$ cat src/rtl/cdb_pkg.sv
// Shared CDB constants and the result record carried by the result buffer.
package cdb_pkg;

   localparam int CDB_DATA_WIDTH = 32;
   localparam int CDB_TAG_WIDTH  = 5;

   // One functional-unit result waiting for the common data bus
   typedef struct packed {
      logic [CDB_DATA_WIDTH-1:0] data;
      logic [CDB_TAG_WIDTH-1:0]  tag;
      logic                      exception;
   } cdb_result_t;

endpackage

$ cat src/rtl/cdb_rb_ctrl.sv
// Pointer and occupancy control for the CDB result buffer.
// Full/empty come from the occupancy count; pointers wrap naturally
// because DEPTH is a power of two.
module cdb_rb_ctrl #(
   parameter int DEPTH = 4
) (
   input  logic                       clk,
   input  logic                       rst_n,
   input  logic                       flush,
   input  logic                       push_req,
   input  logic                       pop_req,
   output logic                       wr_en,
   output logic [$clog2(DEPTH)-1:0]   wr_ptr,
   output logic [$clog2(DEPTH)-1:0]   rd_ptr,
   output logic [$clog2(DEPTH):0]     count,
   output logic                       not_full,
   output logic                       not_empty
);

   localparam int PW = $clog2(DEPTH);
   localparam int CW = PW + 1;

   logic push;
   logic pop;

   // Qualify requests against occupancy; flush cancels both
   always_comb begin
      not_full  = (count != CW'(DEPTH));
      not_empty = (count != '0);
      push      = push_req && not_full && !flush;
      pop       = pop_req && not_empty && !flush;
      wr_en     = push;
   end

   // Pointer and count state; flush beats any same-cycle push or pop
   always_ff @(posedge clk or negedge rst_n) begin
      if (!rst_n) begin
         wr_ptr <= '0;
         rd_ptr <= '0;
         count  <= '0;
      end else if (flush) begin
         wr_ptr <= '0;
         rd_ptr <= '0;
         count  <= '0;
      end else begin
         if (push) wr_ptr <= wr_ptr + PW'(1);
         if (pop)  rd_ptr <= rd_ptr + PW'(1);
         count <= count + CW'(push) - CW'(pop);
      end
   end

endmodule

$ cat src/rtl/cdb_result_buffer.sv
// In-order result FIFO between one functional unit and the CDB arbiter.
// Optional macro CDB_RB_BYPASS_EN: when the buffer is empty, a valid FU
// result is offered to the CDB in the same cycle and is only stored if
// it is not granted. Without the macro every result spends at least one
// cycle in storage, so req depends only on registered state.
module cdb_result_buffer
   import cdb_pkg::*;
#(
   parameter int DEPTH     = 4,
   parameter int TAG_WIDTH = 5
) (
   input  logic                     clk,
   input  logic                     rst_n,
   input  logic                     flush,
   input  logic                     fu_valid,
   input  logic [31:0]              fu_data,
   input  logic [TAG_WIDTH-1:0]     fu_tag,
   input  logic                     fu_exception,
   output logic                     fu_ready,
   output logic                     req,
   output logic [31:0]              data_in,
   output logic [TAG_WIDTH-1:0]     tag_in,
   output logic                     exception_in,
   input  logic                     grant,
   output logic [$clog2(DEPTH):0]   count
);

   localparam int PW = $clog2(DEPTH);

   cdb_result_t storage [DEPTH];
   cdb_result_t wr_entry;
   cdb_result_t head;

   logic          wr_en;
   logic [PW-1:0] wr_ptr;
   logic [PW-1:0] rd_ptr;
   logic          not_full;
   logic          not_empty;
   logic          bypass_take;

   // A bypassed result that wins the bus this cycle must not also be stored
   always_comb begin
`ifdef CDB_RB_BYPASS_EN
      bypass_take = !not_empty && fu_valid && grant;
`else
      bypass_take = 1'b0;
`endif
      wr_entry.data      = fu_data;
      wr_entry.tag       = CDB_TAG_WIDTH'(fu_tag);
      wr_entry.exception = fu_exception;
   end

   cdb_rb_ctrl #(
      .DEPTH (DEPTH)
   ) u_ctrl (
      .clk       (clk),
      .rst_n     (rst_n),
      .flush     (flush),
      .push_req  (fu_valid && !bypass_take),
      .pop_req   (grant),
      .wr_en     (wr_en),
      .wr_ptr    (wr_ptr),
      .rd_ptr    (rd_ptr),
      .count     (count),
      .not_full  (not_full),
      .not_empty (not_empty)
   );

   // Result storage is deliberately left unreset; only valid entries are ever read out
   always_ff @(posedge clk) begin
      if (wr_en) storage[wr_ptr] <= wr_entry;
   end

   // CDB request and head presentation, from stored state or the bypass path
   always_comb begin
      head         = storage[rd_ptr];
      fu_ready     = not_full;
      req          = not_empty;
      data_in      = head.data;
      tag_in       = TAG_WIDTH'(head.tag);
      exception_in = head.exception;
`ifdef CDB_RB_BYPASS_EN
      if (!not_empty && fu_valid) begin
         req          = 1'b1;
         data_in      = fu_data;
         tag_in       = fu_tag;
         exception_in = fu_exception;
      end
`endif
   end

endmodule

$ cat config.mk
export PLATFORM = sky130hd
export DESIGN_NAME = cdb_result_buffer
export DESIGN_NICKNAME = d
export VERILOG_FILES = /design/src/rtl/cdb_pkg.sv /design/src/rtl/cdb_rb_ctrl.sv /design/src/rtl/cdb_result_buffer.sv
export SDC_FILE = /design/constraint.sdc
export NUM_CORES = 1
export LEC_CHECK = 0
export ABC_AREA = 1
export ABC_CLOCK_PERIOD_IN_PS = 6100
export CAP_MARGIN = 20
export CORE_MARGIN = 3
export CORE_UTILIZATION = 28
export DETAILED_ROUTE_END_ITERATION = 10
export PLACE_DENSITY = 0.46
export SYNTH_ARGS = -nofsm -noshare
export SYNTH_HDL_FRONTEND = slang
export SYNTH_SLANG_ARGS = --single-unit
$ cat constraint.sdc
create_clock -name clk -period 6.1 [get_ports clk]
set_clock_uncertainty 0.05 [all_clocks]
set_input_delay 1.22 -clock clk [delete_from_list [all_inputs] [get_ports clk]]
set_output_delay 1.22 -clock clk [all_outputs]
set_load 0.1 [all_outputs]
==> results.yml <==
yosys:
  ys_async_sr_fraction: 0.0440
  synth_commonest_cells: "edfxtp_1 (152), o21ai_0 (69), nor2_1 (68), nor2_2 (20), o22ai_2 (20)"
  yosys.area.top_type: "edfxtp_1"
  synth_cells: 430
  synth_seq_cells: 159
  syn-num-nets: 480
  yosys_warnings: 0
  synth_ff_type: "edfxtp_1"
  yosysSeqAreaShare: 0.753
  avgSynthCellArea_um2: 14.6
  synth-edff-count: 152
  synth_top_area_frac: 0.725
  synth_cell_types: 23
  synth_area_mm2: 0.00630
  yosysMostFrequentCell: "edfxtp_1"
  yosys-top-cells-area: "edfxtp_1 (72%), o21ai_0 (5.5%), nor2_1 (4.1%), o22ai_2 (4.0%), dfrtp_1 (2.8%)"
cts:
  post_cts_buffers: 0
  cts_buffers: 17
  cts.sinks: 159
  htreeDepth: 4
  cts-root-buf: "clkbuf_16"
  clk_pin_slew_ns: 0.06
  cts-hold-fix-buffers: 0
  cts_tree: "done"
  ctsResizeCount: 0
  cts.path.max_buffers: 2
  clk-insertion-delay-late_ns: 0.41
global_route:
  track_usage: 0.118
  grt_pass1_wl_um: 21600
  grt_pass1_vias: 3857
  grt_overflow: 0
  grt_start_max_net_pins: 80
  antenna_found_initial: 0
setup_path:
  reg2reg_depth: 5
  crit_path_end: "data_in[7]"
  critPathMaxFanout: 77
  critPathKind: "reg2out"
  worstPathArrival_ns: 3.10
  required_ns: 4.83
  cp-end-kind: "output port"
  rr_endpoint: "storage[0][33]$_DFFE_PP_"
  r2r_setup_slack_ns: 3.44
  crit_start: "u_ctrl.rd_ptr[0]$_DFFE_PN0P_"
  cp-start-kind: "flop"
  reg2reg_from: "u_ctrl.count[1]$_DFF_PN0_"
placed_design:
  dp_hpwl_um: 8010
  io_buffers: 85
  gp_congestion: 0.736
power_and_ir_drop:
  ir_worst_vdd_mv: 0.339
  p_leak_nw: 2.64
  power_density_mw_per_mm2: 547
floorplanning:
  die_w_um: 156
  core_mm2: 0.0220
  die_h_um: 156
  start_util: 0.287
  dieArea_mm2: 0.0243
  row_count: 54
  io_pins: 86
drt:
  vias_per_cell: 4.64
  drc_errors: 0
  first_iter_violations: 215
  vias: 3746
  wl_per_cell_um: 17.4
  postRouteAntennaNets: 0
  finalWirelength_um: 14100
  first_pass_iters: 6
outcome:
  status: "finished, final reports clean"
final_layout:
  antenna_cells: 0
  fin_nets: 565
  syn2layout_area_growth_pct: 26.4
  final_layout_size_suffix_gt1_frac: 0.144
timing:
  holdWs_ns: 0.534
  period_share: 0.717
  hold_viol_final: 0
  setup-tns-final_ns: 0
  tightestPinTransition_ns: 1.06
  setup_viol: 0
  slew_viol_final: 0
  rsz0062_at_grt: "no"
  fmax_ghz: 0.229
  period_needed_ns: 4.37
  relSlewSlack: 0.291
run:
  drv_cap: 0
min_path:
  min_path_type: "reg2reg"
[metrics by stage]
stage / power (mW) / instance area (um2) / setup WS, ns / utilization / std cells
5_1_grt: 4.54 / 7960 / 1.47 / 0.363 / 808
3_3_place_gp: 3.38 / 7400 / 2.14 / 0.337 / 776
4_1_cts: 4.41 / 7960 / 1.64 / 0.363 / 808
6_report: 4.35 / 7960 / 1.73 / 0.363 / 808
3_5_place_dp: 3.39 / 7400 / 2.10 / 0.337 / 776
2_1_floorplan: 2.94 / 6300 / 1.78 / - / 430
[flip-flops by register name, summed over array words and instances, names as in the netlist]
register	flops
storage	152
u_ctrl.count	3
u_ctrl.wr_ptr	2
u_ctrl.rd_ptr	2
[critical path: stages, from the launching register on]
cell             delay (ns)
dfrtp_2                0.42
inv_4                  0.67
o21ai_0                0.23
o22ai_2                0.18
clkdlybuf4s50_1        1.18
[power breakdown]
part           internal, mW  total, mW  switching (mW)
Combinational         0.431       2.03            1.60
Sequential             1.28       1.31          0.0288
Clock                 0.635       1.01           0.378
[cell type report]
| class | count | area [um2] |
|---|---|---|
| clock buffer | 22 | 444 |
| clock inverter | 10 | 119 |
| fill | 2061 | 14000 |
| inverter | 15 | 58.8 |
| multi-input combinational | 231 | 1350 |
| sequential | 159 | 4740 |
| tap | 280 | 350 |
| timing repair buffer | 91 | 896 |
[cell usage in the layout (no fill, tap or decap)]
cell type        count
o22ai_1             18
nand3_1              6
clkinv_2             2
inv_2                1
nor2_1              64
inv_1               12
a21oi_1              1
nand4_1              4
nor2_2              20
clkinv_1             6
fa_1                 1
edfxtp_1           152
o22ai_2             20
o21ai_0             69
clkdlybuf4s50_1     85
nor2_4               4
bufinv_16            3
inv_4                1
clkbuf_16           17
nand2_1             11
ha_1                 6
dfrtp_2              2
buf_4                6
clkbuf_1             5
o21ai_1              7
dfrtp_1              5
[how the worst min path moves through the flow]
stage	from	to	slack (ns)	cells after the start
floorplan	u_ctrl.wr_ptr[1]$_DFFE_PN0P_	u_ctrl.wr_ptr[1]$_DFFE_PN0P_	0.47	2
global placement	u_ctrl.wr_ptr[1]$_DFFE_PN0P_	u_ctrl.wr_ptr[1]$_DFFE_PN0P_	0.50	2
detailed placement	u_ctrl.wr_ptr[0]$_DFFE_PN0P_	u_ctrl.wr_ptr[0]$_DFFE_PN0P_	0.53	2
CTS	u_ctrl.wr_ptr[1]$_DFFE_PN0P_	u_ctrl.wr_ptr[1]$_DFFE_PN0P_	0.54	2
global route	u_ctrl.wr_ptr[0]$_DFFE_PN0P_	u_ctrl.wr_ptr[0]$_DFFE_PN0P_	0.58	2
finish	u_ctrl.wr_ptr[1]$_DFFE_PN0P_	u_ctrl.wr_ptr[1]$_DFFE_PN0P_	0.53	2
[cell families after synthesis]
kind of cell / count (synthesis) / synth area share
simple gates: 109 / 0.0757
buf+inv: 40 / 0.0376
compound gates: 115 / 0.119
fa+ha+maj: 7 / 0.0151
flops: 159 / 0.753
[routing by layer]
metal  GRT usage  routed length, um  vias up
met5           0                  0        -
met2       0.185               6690       94
li1            -                  -     1763
met1       0.155               6500     1880
met3      0.0433                828        9
met4      0.0303                 81        0
Power figures use the tool's default switching activity.
==> RTL edit (config.mk and constraints unchanged) <==
`DEPTH` is set to 4 in 2 places; all go to 8.
--- a/src/rtl/cdb_rb_ctrl.sv
+++ b/src/rtl/cdb_rb_ctrl.sv
@@ -3,5 +3,5 @@
 // because DEPTH is a power of two.
 module cdb_rb_ctrl #(
-   parameter int DEPTH = 4
+   parameter int DEPTH = 8
 ) (
    input  logic                       clk,
--- a/src/rtl/cdb_result_buffer.sv
+++ b/src/rtl/cdb_result_buffer.sv
@@ -7,5 +7,5 @@
    import cdb_pkg::*;
 #(
-   parameter int DEPTH     = 4,
+   parameter int DEPTH     = 8,
    parameter int TAG_WIDTH = 5
 ) (
Interface: changed (resized count); port bits go from 86 to 87. No check against the original RTL was run, so the function may have changed too.
==> RTL edit against the unedited design <==
- first-iteration DRC count increased to 2.9 times the old value
- synthesized cell count rose to 3.3 times the old value
- power increased by 68%
- sequential share of layout area fell by 3.2 points
- fmax is 12% lower
- design area grew 110%
- sequential cell count is 155 higher
- synthesized area up 120%
- combinational power up 33%
- setup slack lost 0.58 ns
- core utilization is 1.8 points lower
- wire length increased by 150%
- clock power increased by 110%
- critical path type unchanged
- largest cell class unchanged
==> RTL edit: results (changes against the unedited design) <==
| Metric | Value |
|---|---|
| Crit path DAT | 3.68 ns (was 3.10 ns) |
| ClkCell Share | 7.00% (was 7.07%) |
| GPL Wtd Cong | 0.749 (was 0.736) |
| Worst rel slew slack | 25.7% (was 29.1%) |
| Worst hold slack | 0.483 ns (was 0.534 ns) |
| Asr flop ratio synth | 3.18% (was 4.40%) |
| Pwr/cell area | 440 nW/um2 (was 547 nW/um2) |
| Total CTS buffers | 37 (was 17) |
| CP endpoint | data_in[9] (was data_in[7]) |
| Flip-flop and latch count | 314 (was 159) |
| Synth cell types | 19 (was 23) |
| FF+latch area | 9390 um2 (was 4740 um2) |
| Bufs w/o clock | 106 (was 91) |
| Dpl ws | 1.69 ns (was 2.10 ns) |
| Pre-antenna DRT Iters | 5 (was 6) |
| Reg2Reg Setup Slack | 3.20 ns (was 3.44 ns) |
| Sequential-to-total area share from yosys stat | 67.6% (was 75.3%) |
| Multi-input gates | 707 (was 231) |
| Htree depth | 2 (was 4) |
| Clock network fraction of total power | 28.9% (was 23.2%) |
| Post-synth EDFFs | 304 (was 152) |
| Overall via count from detail_route | 8989 (was 3746) |
| Switching power | 2.99 mW (was 2.01 mW) |
| Biggest registers after layout | storage: 304 flops, u_ctrl.count: 4 flops (was storage: 152 flops, u_ctrl.count: 3 flops) |
| DR iter-0 viols | 613 (was 215) |
| Total GRT Usage | 13.3% (was 11.8%) |
| Initial antenna violation count | 3 (was 0) |
| Worst-case reg-to-reg path depth | 6 (was 5) |
| Vias in the first global route | 8991 (was 3857) |
| Post-DP HPWL | 18200 um (was 8010 um) |
| Seq pwr | 2.50 mW (was 1.31 mW) |
| Pin count of the biggest net entering global routing | 85 (was 80) |
| Pleak | 7.31 nW (was 2.64 nW) |
| Hold path start | u_ctrl.wr_ptr[0] (was u_ctrl.wr_ptr[1]) |
| Layout fillers | 4844 (was 2061) |
| Non-filler cells, final | 2173 (was 808) |
| Avg WL per Cell | 15.9 um (was 17.4 um) |
| Final #Nets | 1539 (was 565) |
| Hold EP | u_ctrl.wr_ptr[0] (was u_ctrl.wr_ptr[1]) |
| Global-route wire length before repair | 53400 um (was 21600 um) |
| Share of post-route cells with drive strength above 1 | 5.68% (was 14.4%) |
| Final non-clock buffer share | 6.20% (was 11.3%) |
| Worst VDD drop | 0.360 mV (was 0.339 mV) |
| Run status | complete, no violations (unchanged) |
| ANT cells | 2 (was 0) |
| Area contributors post-synth | edfxtp_1 66%, nand2_1 14%, inv_1 8.6%, nand3_1 5.9%, dfrtp_1 1.8% (was edfxtp_1 72%, o21ai_0 5.5%, nor2_1 4.1%, o22ai_2 4.0%, dfrtp_1 2.8%) |
[RTL edit: cells by family (layout without fill, tap and decap cells)]
| group | Yosys count | in the layout | synth area share [%] |
|---|---|---|---|
| AOI/OAI and AO/OA | 2 | 2 | 0.0721 |
| xor gates and xnor gates | 1 | 1 | 0.0631 |
| adders and majority gates | 9 | 9 | 0.866 |
| buffers and inverters | 381 | 494 | 11.0 |
| DFF | 314 | 314 | 67.6 |
| other | 0 | 2 | 0 |
| and+or+nand+nor | 695 | 695 | 20.4 |
[RTL edit: worst max-delay path: stages, from the launching register on]
cell and delay, ns:
dfrtp_4 0.62, inv_4 0.63, buf_12 0.44, nand2_1 0.10
nand3_1 0.09, nand2_1 0.05, nand2_1 0.05, nand2_1 0.12
clkdlybuf4s50_1 0.99
[RTL edit: metal layers]
metal / GRT usage (%) / wire length [um]
met2: 22.0 / 16200
met1: 17.9 / 16400
met3: 2.57 / 1480
met4: 3.28 / 538
met5: 0 / 13
